**config.mk**
```make
export PLATFORM = sky130hd
export DESIGN_NAME = load_store_unit
export DESIGN_NICKNAME = d
export VERILOG_FILES = /design/src/rtl/load_store_unit.sv
export SDC_FILE = /design/constraint.sdc
export NUM_CORES = 1
export LEC_CHECK = 0
export BUFFER_PORTS_ARGS = -buffer_cell sky130_fd_sc_hd__buf_2
export CAP_MARGIN = 20
export CELL_PAD_IN_SITES_DETAIL_PLACEMENT = 1
export CELL_PAD_IN_SITES_GLOBAL_PLACEMENT = 1
export CORE_MARGIN = 2
export CORE_UTILIZATION = 38
export DETAILED_ROUTE_END_ITERATION = 10
export HOLD_SLACK_MARGIN = 0.03
export PLACE_DENSITY = 0.76
export SLEW_MARGIN = 0
export SYNTH_ARGS = -nofsm -noshare
export SYNTH_HDL_FRONTEND = slang
export SYNTH_SLANG_ARGS = --single-unit
```
**constraint.sdc**
```tcl
create_clock -name clk -period 2.46 [get_ports clk]
set_input_delay 0.246 -clock clk [delete_from_list [all_inputs] [get_ports clk]]
set_output_delay 0.246 -clock clk [all_outputs]
set_load 0.02 [all_outputs]
```
**src/rtl/load_store_unit.sv**
```systemverilog
// Load/store unit: byte/half/word access to a 32-bit word-addressed data memory.
// Define LSU_SUBWORD_STORE_EN to enable byte/half stores via read-modify-write.
module load_store_unit (
  input  logic        clk,
  input  logic        rst_n,
  input  logic        req_valid,
  output logic        req_ready,
  input  logic        req_write,
  input  logic [1:0]  req_size,
  input  logic        req_signed,
  input  logic [31:0] req_addr,
  input  logic [31:0] req_wdata,
  output logic        resp_valid,
  output logic [31:0] resp_rdata,
  output logic        resp_misaligned,
  output logic [31:0] mem_address,
  output logic [31:0] mem_write_data,
  output logic        MemRead,
  output logic        MemWrite,
  input  logic [31:0] mem_read_data
);

  typedef enum logic [2:0] {
    IDLE,
    RD,
    LD_CAP,
    MERGE,
    WR,
    RESP
  } state_e;

  state_e state_q, state_d;

  logic        write_q;
  logic        signed_q;
  logic [1:0]  size_q;
  logic [1:0]  lane_q;
  logic [15:0] wdata_q;
  logic [31:0] addr_q;
  logic [31:0] wdat_q;
  logic [31:0] rdata_q;
  logic        mis_q;

  logic        accept;
  logic        align_fault;
  logic        st_fault;
  logic        fault;
  logic [7:0]  ld_b;
  logic [15:0] ld_h;
  logic [31:0] ld_val;
  logic [31:0] merged;

  assign accept = req_valid & req_ready;

  always_comb begin
    align_fault = 1'b0;
    unique case (req_size)
      2'b00:   align_fault = 1'b0;
      2'b01:   align_fault = req_addr[0];
      2'b10:   align_fault = |req_addr[1:0];
      default: align_fault = 1'b1;
    endcase
  end

`ifdef LSU_SUBWORD_STORE_EN
  assign st_fault = 1'b0;
`else
  // Without read-modify-write support, sub-word stores cannot be performed.
  assign st_fault = req_write & (req_size != 2'b10);
`endif

  assign fault = align_fault | st_fault;

  always_comb begin
    state_d = state_q;
    unique case (state_q)
      IDLE: begin
        if (req_valid) begin
          if (fault) begin
            state_d = RESP;
          end else if (!req_write) begin
            state_d = RD;
          end else if (req_size == 2'b10) begin
            state_d = WR;
          end else begin
            state_d = RD;
          end
        end
      end
      RD:      state_d = write_q ? MERGE : LD_CAP;
      LD_CAP:  state_d = RESP;
      MERGE:   state_d = WR;
      WR:      state_d = RESP;
      RESP:    state_d = IDLE;
      default: state_d = IDLE;
    endcase
  end

  always_comb begin
    ld_b = mem_read_data[7:0];
    unique case (lane_q)
      2'd1:    ld_b = mem_read_data[15:8];
      2'd2:    ld_b = mem_read_data[23:16];
      2'd3:    ld_b = mem_read_data[31:24];
      default: ld_b = mem_read_data[7:0];
    endcase
    ld_h = lane_q[1] ? mem_read_data[31:16]
                     : mem_read_data[15:0];
    unique case (size_q)
      2'b00:   ld_val = {{24{signed_q & ld_b[7]}}, ld_b};
      2'b01:   ld_val = {{16{signed_q & ld_h[15]}}, ld_h};
      default: ld_val = mem_read_data;
    endcase
  end

  always_comb begin
    merged = mem_read_data;
    if (size_q == 2'b00) begin
      unique case (lane_q)
        2'd1:    merged[15:8]  = wdata_q[7:0];
        2'd2:    merged[23:16] = wdata_q[7:0];
        2'd3:    merged[31:24] = wdata_q[7:0];
        default: merged[7:0]   = wdata_q[7:0];
      endcase
    end else if (lane_q[1]) begin
      merged[31:16] = wdata_q;
    end else begin
      merged[15:0] = wdata_q;
    end
  end

  always_ff @(posedge clk or negedge rst_n) begin
    if (!rst_n) begin
      state_q  <= IDLE;
      write_q  <= 1'b0;
      signed_q <= 1'b0;
      size_q   <= 2'b00;
      lane_q   <= 2'b00;
      wdata_q  <= '0;
      addr_q   <= '0;
      wdat_q   <= '0;
      rdata_q  <= '0;
      mis_q    <= 1'b0;
    end else begin
      state_q <= state_d;
      if (accept) begin
        write_q  <= req_write;
        signed_q <= req_signed;
        size_q   <= req_size;
        lane_q   <= req_addr[1:0];
        wdata_q  <= req_wdata[15:0];
        addr_q   <= {req_addr[31:2], 2'b00};
        if (req_write) begin
          wdat_q <= req_wdata;
        end
      end
      if (state_q == MERGE) begin
        wdat_q <= merged;
      end
      // Response fields only change on the edge entering RESP.
      if (accept && fault) begin
        rdata_q <= '0;
        mis_q   <= 1'b1;
      end else if (state_q == LD_CAP) begin
        rdata_q <= ld_val;
        mis_q   <= 1'b0;
      end else if (state_q == WR) begin
        rdata_q <= '0;
        mis_q   <= 1'b0;
      end
    end
  end

  assign req_ready       = (state_q == IDLE);
  assign resp_valid      = (state_q == RESP);
  assign MemRead         = (state_q == RD);
  assign MemWrite        = (state_q == WR);
  assign mem_address     = addr_q;
  assign mem_write_data  = wdat_q;
  assign resp_rdata      = rdata_q;
  assign resp_misaligned = mis_q;

endmodule

```
==> impl_metrics.yaml, run 1 <==
grt:
  antenna_found_initial: 0
  grt_usage: 0.2491
  grt_pass1_wl_mm: 30.86
  grt_pass1_vias: 5458
  grt_max_degree: 65
  global_route.overflow_total: 0
sta:
  layout_setup_ws_ps: 499.2
  skew_ps: 11.72
  slew_viol_final: 0
  rsz0062_at_grt: "false"
  final_hold_viol_count: 0
  relSlewSlack: 0.5092
  fin_crit_ps: 1961
  tightest_slew_ps: 733.0
  fmax_ghz: 0.5100
  setup_viol: 0
  fin_crit_sh: 0.7971
  finalSetupTns_ps: 0
cts:
  post_cts_resized: 0
  cts_inserted_buffers: 17
  clk_root_buffer_cell: "clkbuf_16"
  cts_tree: "yes"
  clock_latency_ps: 420
  h-tree-depth: 4
  clk_path_buf_depth: 2
  clock-sinks: 120
  post_cts_buffers: 0
  path_clk_slew_ps: 60
worst_setup_path:
  worstSetupEndpointType: "register"
  path_max_fanout: 18
  rr_worst_depth: 4
  setup.worst_path.start_class: "register"
  critPathKind: "reg2reg"
  arrival_ps: 2300
  cp.required_ps: 2800
drt:
  drc: 0
  drtIter0Drc: 264
  vias: 5152
  dr.pass1.iters: 5
  ant_nets: 0
  via_per_inst: 5.699
  routed_wl_mm: 19.82
  avgRoutedWirePerCell_um: 21.93
place:
  dp_slack_ps: 525.3
  place_congestion: 0.8701
  hpwl_mm: 14.48
  io_buffers: 201
  dp.cells: 871
die:
  die_w_um: 127.9
  dieArea_um2: 16350
  core_um2: 15090
  die_h_um: 127.9
  row_count: 45
  initial_core_util: 0.3864
  io-pin-count: 204
outcome:
  status: "completed"
finish:
  synthToLayoutAreaGrowth_pct: 30.00
  final_util: 0.5023
  drive_gt1_frac: 0.4399
  diodes: 0
  nNetsFinal: 807
  fillers: 1701
  layout.cells.non_filler: 904
synth:
  synth_top_area_cell: "dfrtp_1"
  synth_common_cells: "dfrtp_1 (120), mux2_2 (56), nand2_1 (55)"
  synth-edff-count: 0
  synth-adder-area-share: 0
  synth_xor_area_frac: 0
  synthTopCellsByArea: "dfrtp_1 (52%), mux2_2 (11%), nand2_1 (3.5%), a221o_1 (2.9%), mux2i_1 (2.6%)"
  synth_ff_type: "dfrtp_1"
  synthSimpleGateAreaFrac: 0.09871
  synth_top_family_by_area: "compound AO/OA/AOI/OAI gates"
  synth_compound_area_frac: 0.2011
  synthArstFlopShare: 1.000
  yosysSeqAreaShare: 0.5150
  yosysMostFrequentCell: "dfrtp_1"
  synth_mux_area_frac: 0.1365
  synth_top_area_share: 0.5150
  ys_ff_latch: 120
  syn_area_per_cell_um2: 11.41
  yosysWarnings: 0
  syn_inst: 511
  mappedNetlistArea_um2: 5831
  yosysUniqueCellTypes: 51
power:
  power_density_nw_per_um2: 1499
  power_frac_seq: 0.317
  switching_power_mw: 4.720
  p_total_mw: 11.36
  leakage_nw: 3.617
  ir_drop_v: 0.0006195
  swShare: 0.4155
  clockPowerShare: 0.225
  internal_power_mw: 6.640
  power_frac_comb: 0.458
hold_path:
  hold_depth: 3
  hp-class: "in2reg"
run:
  cap_violations: 0
area by class of cell:
| type | count | area (µm²) | share of cell area |
|---|---|---|---|
| tap | 188 | 235.2 | 0.03103 |
| inverter | 7 | 26.28 | 0.003466 |
| timing repair buffer | 217 | 1159 | 0.1529 |
| multi-input combinational | 341 | 2560 | 0.3377 |
| sequential | 120 | 3003 | 0.3962 |
| clock inverter | 9 | 122.6 | 0.01618 |
| clock buffer | 22 | 474.2 | 0.06256 |
critical path, cell delays in order, from the launching register on:
cell and delay (ps):
dfrtp_1 400, or2_1 490, o21ai_1 600, a221oi_1 200, a31oi_1 190
metrics by stage:
stage,hold WS [ps],instance area [µm²]
floorplan,-49.59,5834
global placement,267.1,6963
detailed placement,275.7,6963
CTS,34.37,7580
global route,50.43,7580
finish,46.26,7580
cell families (layout without fill, tap and decap cells):
family / Yosys count / after routing
AOI/OAI and AO/OA: 147 / 147
other: 1 / 2
and+or+nand+nor: 120 / 120
DFF: 120 / 120
muxes: 72 / 72
buffers and inverters: 51 / 255
routing by layer:
metal	track usage	wire length (µm)
met1	0.3194	8472
met2	0.4121	9546
met3	0.07596	1528
met4	0.06529	276
met5	0	0
layout by cell type (no fill, tap or decap), types with 7 or more instances in the layout:
cell type,instances
a221o_1,17
a221oi_1,16
o211ai_1,16
o221ai_1,7
mux2_2,56
clkbuf_16,17
a31oi_1,16
buf_4,13
nand2_1,55
a22o_1,8
nand3_1,16
a21oi_1,12
nor2_1,18
a32o_1,9
dfrtp_1,120
o2bb2ai_1,7
o21ai_0,17
nand2b_1,10
buf_2,200
mux2i_1,15
o21ba_2,7
power groups by stage:
| stage | combinational, mW | clock [mW] | sequential (mW) |
|---|---|---|---|
| finish | 5.20 | 2.55 | 3.60 |
| CTS | 5.24 | 2.58 | 3.61 |
| global placement | 5.03 | 0 | 3.57 |
| global route | 5.63 | 2.67 | 3.74 |
| detailed placement | 5.20 | 0 | 3.62 |
| floorplan | 2.78 | 0 | 4.31 |
state kept, by name, summed over array words and instances, names as in the netlist:
| register | flops |
|---|---|
| state_q | 3 |
| mem_address | 30 |
| lane_q | 2 |
| wdata_q | 16 |
| resp_misaligned | 1 |
| size_q | 2 |
| mem_write_data | 32 |
| write_q | 1 |
| resp_rdata | 32 |
| signed_q | 1 |
worst paths after layout:
| check | from | to | slack, ps |
|---|---|---|---|
| worst max-delay path | size_q[1] | mem_write_data[27] | 500 |
| worst min-delay path | req_wdata[23] | mem_write_data[23] | 50 |
| worst max register to register | size_q[1] | mem_write_data[27] | 500 |
| worst min register to register | resp_rdata[0] | resp_rdata[0] | 490 |
| max in group asynchronous | rst_n | mem_address[9] | 1210 |
| min in group asynchronous | rst_n | mem_write_data[13] | 370 |
repair_timing:
item | 4_1_cts | 5_1_grt
endpoints found under the hold margin | 38 | 0
hold buffers | 2 | 0
setup endpoints to repair | 0 | 0
(Power assumes the default switching activity.)
==> inputs of run 2 (changes only) <==
==> constraint.sdc (replaced) <==
create_clock -name clk -period 2 [get_ports clk]
set_input_delay 0.2 -clock clk [delete_from_list [all_inputs] [get_ports clk]]
set_output_delay 0.2 -clock clk [all_outputs]
set_load 0.02 [all_outputs]
==> run 2 against run 1 <==
  * Non-clock buffer count up 52
  * Via count up 4.5%
  * Worst setup slack worse by 360 ps
  * Largest cell class unchanged
==> impl_metrics.yaml, run 2 (synthesized netlist as in run 1, its figures left out) <==
worst_setup_path:
  crit_end: "MemRead"
  timing.rr.start: "state_q[1]"
  crit_path_start: "state_q[0]"
  setup.worst_path.start_class: "register"
  r2r_slack_ps: 160
  r2r-end: "mem_write_data[19]"
  worstSetupEndpointType: "primary output"
  cp_cell_sequence: "nor2b_1 -> nor2b_1 -> buf_2"
  arrival_ps: 1660
  path_max_fanout: 10
  max_stage_delay_ps: 560
  cp.required_ps: 1800
  worst_path_most_repeated_cell: "nor2b_1"
  cp_slowest_cell: "dfrtp_1"
  critPathKind: "reg2out"
  rr_worst_depth: 6
place:
  hpwl_mm: 14.65
  io_buffers: 201
  dp.cells: 878
  place_congestion: 0.8714
finish:
  fillers: 1645
  nNetsFinal: 859
  drive_gt1_frac: 0.4213
  final_cell_mix: "buf_2 (200), dfrtp_1 (120), mux2_2 (56)"
  synthToLayoutAreaGrowth_pct: 40.73
  final_common_cell: "buf_2"
  layout.cells.non_filler: 957
  diodes: 0
cts:
  post_cts_buffers: 0
  clock_latency_ps: 420
  h-tree-depth: 4
  clock-sinks: 120
  path_clk_slew_ps: 60
  cts_inserted_buffers: 17
  clk_path_buf_depth: 2
  clk_root_buffer_cell: "clkbuf_16"
  cts_tree: "yes"
sta:
  fin_crit_ps: 1864
  final_hold_viol_count: 0
  timing.hold.ws_ps: 44.55
  rsz0062_at_grt: "false"
  slew_viol_final: 0
  fmax_ghz: 0.5366
  fin_crit_sh: 0.9318
  skew_ps: 6.521
  tightest_slew_ps: 675.9
  relSlewSlack: 0.5494
  setup_viol: 0
  finalSetupTns_ps: 0
hold_path:
  hp-class: "in2reg"
  min_from: "req_wdata[2]"
grt:
  grt_pass1_vias: 5788
  grt_max_degree: 56
  global_route.overflow_total: 0
  antenna_found_initial: 0
  grt_pass1_wl_mm: 32.77
  grt_usage: 0.2636
drt:
  ant_nets: 0
  avgRoutedWirePerCell_um: 21.72
  drtIter0Drc: 456
  routed_wl_mm: 20.79
  via_per_inst: 5.627
  vias: 5385
  dr.pass1.iters: 4
  drc: 0
die:
  die_h_um: 127.9
  die_w_um: 127.9
  core_um2: 15090
  initial_core_util: 0.3864
  row_count: 45
  dieArea_um2: 16350
  io-pin-count: 204
power:
  leakage_nw: 3.887
  power_density_nw_per_um2: 1775
  ir_drop_v: 0.0009907
run:
  cap_violations: 0
outcome:
  status: "completed"
-- run 2: per-stage QoR --
step / worst slack [ps] / instance area (µm²) / power, mW / util
final: 136.3 / 8205 / 14.57 / 0.5438
after global routing: 22.86 / 8205 / 15.40 / 0.5438
after CTS: 60.96 / 8193 / 14.55 / 0.5430
after detailed placement: 68.78 / 7066 / 11.01 / 0.4682
after global placement: 198.2 / 7066 / 10.75 / 0.4682
after floorplan: 303.3 / 5834 / 8.712 / -
-- run 2: per-layer routing --
metal  global-route usage  vias up  routed length (µm)
li1                     -     2413                   -
met3              0.06886       34                1441
met5                    0        -                   0
met2               0.4218      238                9963
met4               0.1034        0                 471
met1               0.3433     2700                8912
-- run 2: what timing repair did --
item / in CTS / in global routing
endpoints found under the hold margin: 90 / 0
gates resized for setup: 0 / 3
hold buffers: 47 / 0
endpoints found under the setup margin: 0 / 16
-- run 2: final cells by class --
| class | instances | area (µm²) | share of cell area |
|---|---|---|---|
| Multi-Input combinational cell | 341 | 2572 | 0.3135 |
| Tap cell | 188 | 235.2 | 0.02867 |
| Inverter | 7 | 26.28 | 0.003202 |
| Sequential cell | 120 | 3003 | 0.3660 |
| Clock buffer | 24 | 491.7 | 0.05993 |
| Timing Repair Buffer | 269 | 1712 | 0.2086 |
| Clock inverter | 8 | 165.2 | 0.02013 |
-- run 2: how the worst min path moves through the flow --
stage / endpoint / slack (ps) / depth (start not counted)
2_1_floorplan: lane_q[0] / -100 / 0
3_3_place_gp: mem_write_data[10] / 230 / 1
3_5_place_dp: mem_write_data[12] / 250 / 1
4_1_cts: mem_write_data[27] / 30 / 3
5_1_grt: wdata_q[2] / 50 / 2
6_report: mem_write_data[2] / 40 / 3
-- run 2: report_power, final --
group | switching [mW] | leakage (nW) | internal (mW)
combinational | 3.90 | 2.07 | 2.74
sequential | 0.870 | 1.49 | 3.60
clock | 1.12 | 0.324 | 2.34
total | 5.89 | 3.89 | 8.68
-- run 2: critical path: cells and delay by family, from the launching register on --
kind,cells,cell delay [ps]
and+or+nand+nor,2,510
buffers and inverters,1,170
DFF,1,560
==> inputs of run 3 (changes only) <==
--- a/config.mk
+++ b/config.mk
@@ -13,7 +13,7 @@
 export CORE_UTILIZATION = 38
 export DETAILED_ROUTE_END_ITERATION = 10
 export HOLD_SLACK_MARGIN = 0.03
-export PLACE_DENSITY = 0.76
+export PLACE_DENSITY_LB_ADDON = 0.1
 export SLEW_MARGIN = 0
 export SYNTH_ARGS = -nofsm -noshare
 export SYNTH_HDL_FRONTEND = slang
==> run 3 against run 2 <==
  * Final cell count down 0.10%
  * Maximum frequency down 0.93%
  * Register-to-register slack worse by 40 ps
  * Power down 2.6%
  * Combinational power down 1%
  * Hold slack worse by 5.3 ps
  * Routed wire length down 3.1%
==> impl_metrics.yaml, run 3 (synthesized netlist as in run 1, its figures left out) <==
outcome:
  status: "completed"
worst_setup_path:
  path_max_fanout: 18
  max_stage_delay_ps: 500
  arrival_ps: 2160
  cp_slowest_cell: "or2_1"
  setup.worst_path.start_class: "register"
  cp.required_ps: 2280
  worstSetupEndpointType: "register"
  rr_worst_depth: 4
  cp_cell_sequence: "or2_1 -> o21ai_4 -> mux2i_1 -> o211ai_1"
  critPathKind: "reg2reg"
cts:
  clk_root_buffer_cell: "clkbuf_16"
  path_clk_slew_ps: 50
  h-tree-depth: 4
  clk_path_buf_depth: 2
  cts_tree: "yes"
  clock_latency_ps: 430
  cts_inserted_buffers: 17
  clock-sinks: 120
place:
  hpwl_mm: 14.30
  place_congestion: 0.8384
  dp_slack_ps: 73.90
  io_buffers: 201
die:
  io-pin-count: 204
  initial_core_util: 0.3864
  die_w_um: 127.9
  die_h_um: 127.9
  row_count: 45
  core_um2: 15090
  dieArea_um2: 16350
finish:
  final_common_cell: "buf_2"
  diodes: 0
  drive_gt1_frac: 0.4180
  final_cell_mix: "buf_2 (200), dfrtp_1 (120), mux2_2 (56)"
  nNetsFinal: 858
  synthToLayoutAreaGrowth_pct: 39.89
run:
  cap_violations: 0
sta:
  fmax_ghz: 0.5316
  finalSetupTns_ps: 0
  relSlewSlack: 0.5201
  skew_ps: 10.48
  fin_crit_sh: 0.9406
  setup_viol: 0
  final_hold_viol_count: 0
  rsz0062_at_grt: "false"
  slew_viol_final: 0
  tightest_slew_ps: 719.9
  fin_crit_ps: 1881
  layout_setup_ws_ps: 118.8
power:
  ir_drop_v: 0.0009137
  power_density_nw_per_um2: 1740
  leakage_nw: 3.858
hold_path:
  hp-class: "in2reg"
  hold_depth: 3
grt:
  antenna_found_initial: 0
  grt_usage: 0.2550
  grt_max_degree: 72
  global_route.overflow_total: 0
  grt_pass1_vias: 5658
  grt_pass1_wl_mm: 31.61
drt:
  top_layer: "met4"
  routed_wl_mm: 20.14
  drc: 0
  wl_met1_mm: 9.033
  wl_met3_um: 966
  vias: 5297
  wl_met2_mm: 9.655
  ant_nets: 0
  drtIter0Drc: 283
  via_per_inst: 5.541
  dr.pass1.iters: 4
  avgRoutedWirePerCell_um: 21.06
==> run 3: final timing paths <==
check | start | to | slack, ps
worst max register to register | size_q[1] | mem_write_data[18] | 120
worst max-delay path | size_q[1] | mem_write_data[18] | 120
min in group asynchronous | rst_n | mem_write_data[11] | 310
max in group asynchronous | rst_n | state_q[0] | 1300
worst min register to register | resp_rdata[0] | resp_rdata[0] | 490
worst min-delay path | req_wdata[18] | mem_write_data[18] | 40
==> run 3: through the flow <==
step	std cells	utilization	power, mW	hold slack, ps	area (µm²)
floorplan	512	-	8.712	-95.59	5834
global placement	874	0.4654	10.71	219.3	7023
global route	956	0.5405	15.03	34.59	8157
finish	956	0.5405	14.19	39.27	8157
detailed placement	874	0.4654	10.92	221.2	7023
CTS	955	0.5383	14.24	30.08	8123
==> run 3: critical path, delay by kind of cell, from the launching register on <==
kind             cells  cell delay (ps)
multiplexers         1              260
flip-flops           1              420
AND/OR/NAND/NOR      1              500
AO/OA/AOI/OAI        2              550
==> run 3: repair_timing <==
action / CTS / global route
resized for setup: 0 / 3
hold buffers: 49 / 0
endpoints found under the setup margin: 0 / 18
hold endpoints to repair: 170 / 0
setup buffers: 0 / 1
==> run 3: metal layers <==
| layer | vias to the layer above | GRT usage |
|---|---|---|
| met5 | - | 0 |
| met4 | 0 | 0.09761 |
| met3 | 37 | 0.05801 |
| met2 | 163 | 0.4033 |
| met1 | 2685 | 0.3429 |
| li1 | 2412 | - |
==> run 3: power breakdown <==
group | leakage (nW) | internal, mW | switching [mW]
Sequential | 1.49 | 3.60 | 0.857
Clock | 0.300 | 2.08 | 1.11
Combinational | 2.07 | 2.68 | 3.87
==> run 3: cell type report <==
class	count	area [µm²]
fillers	1666	6933
flip-flops and latches	120	3003
multi-input cells	341	2574
repair buffers	268	1709
clock buffers	24	491.7
well taps	188	235.2
clock inverters	8	117.6
inverters	7	26.28
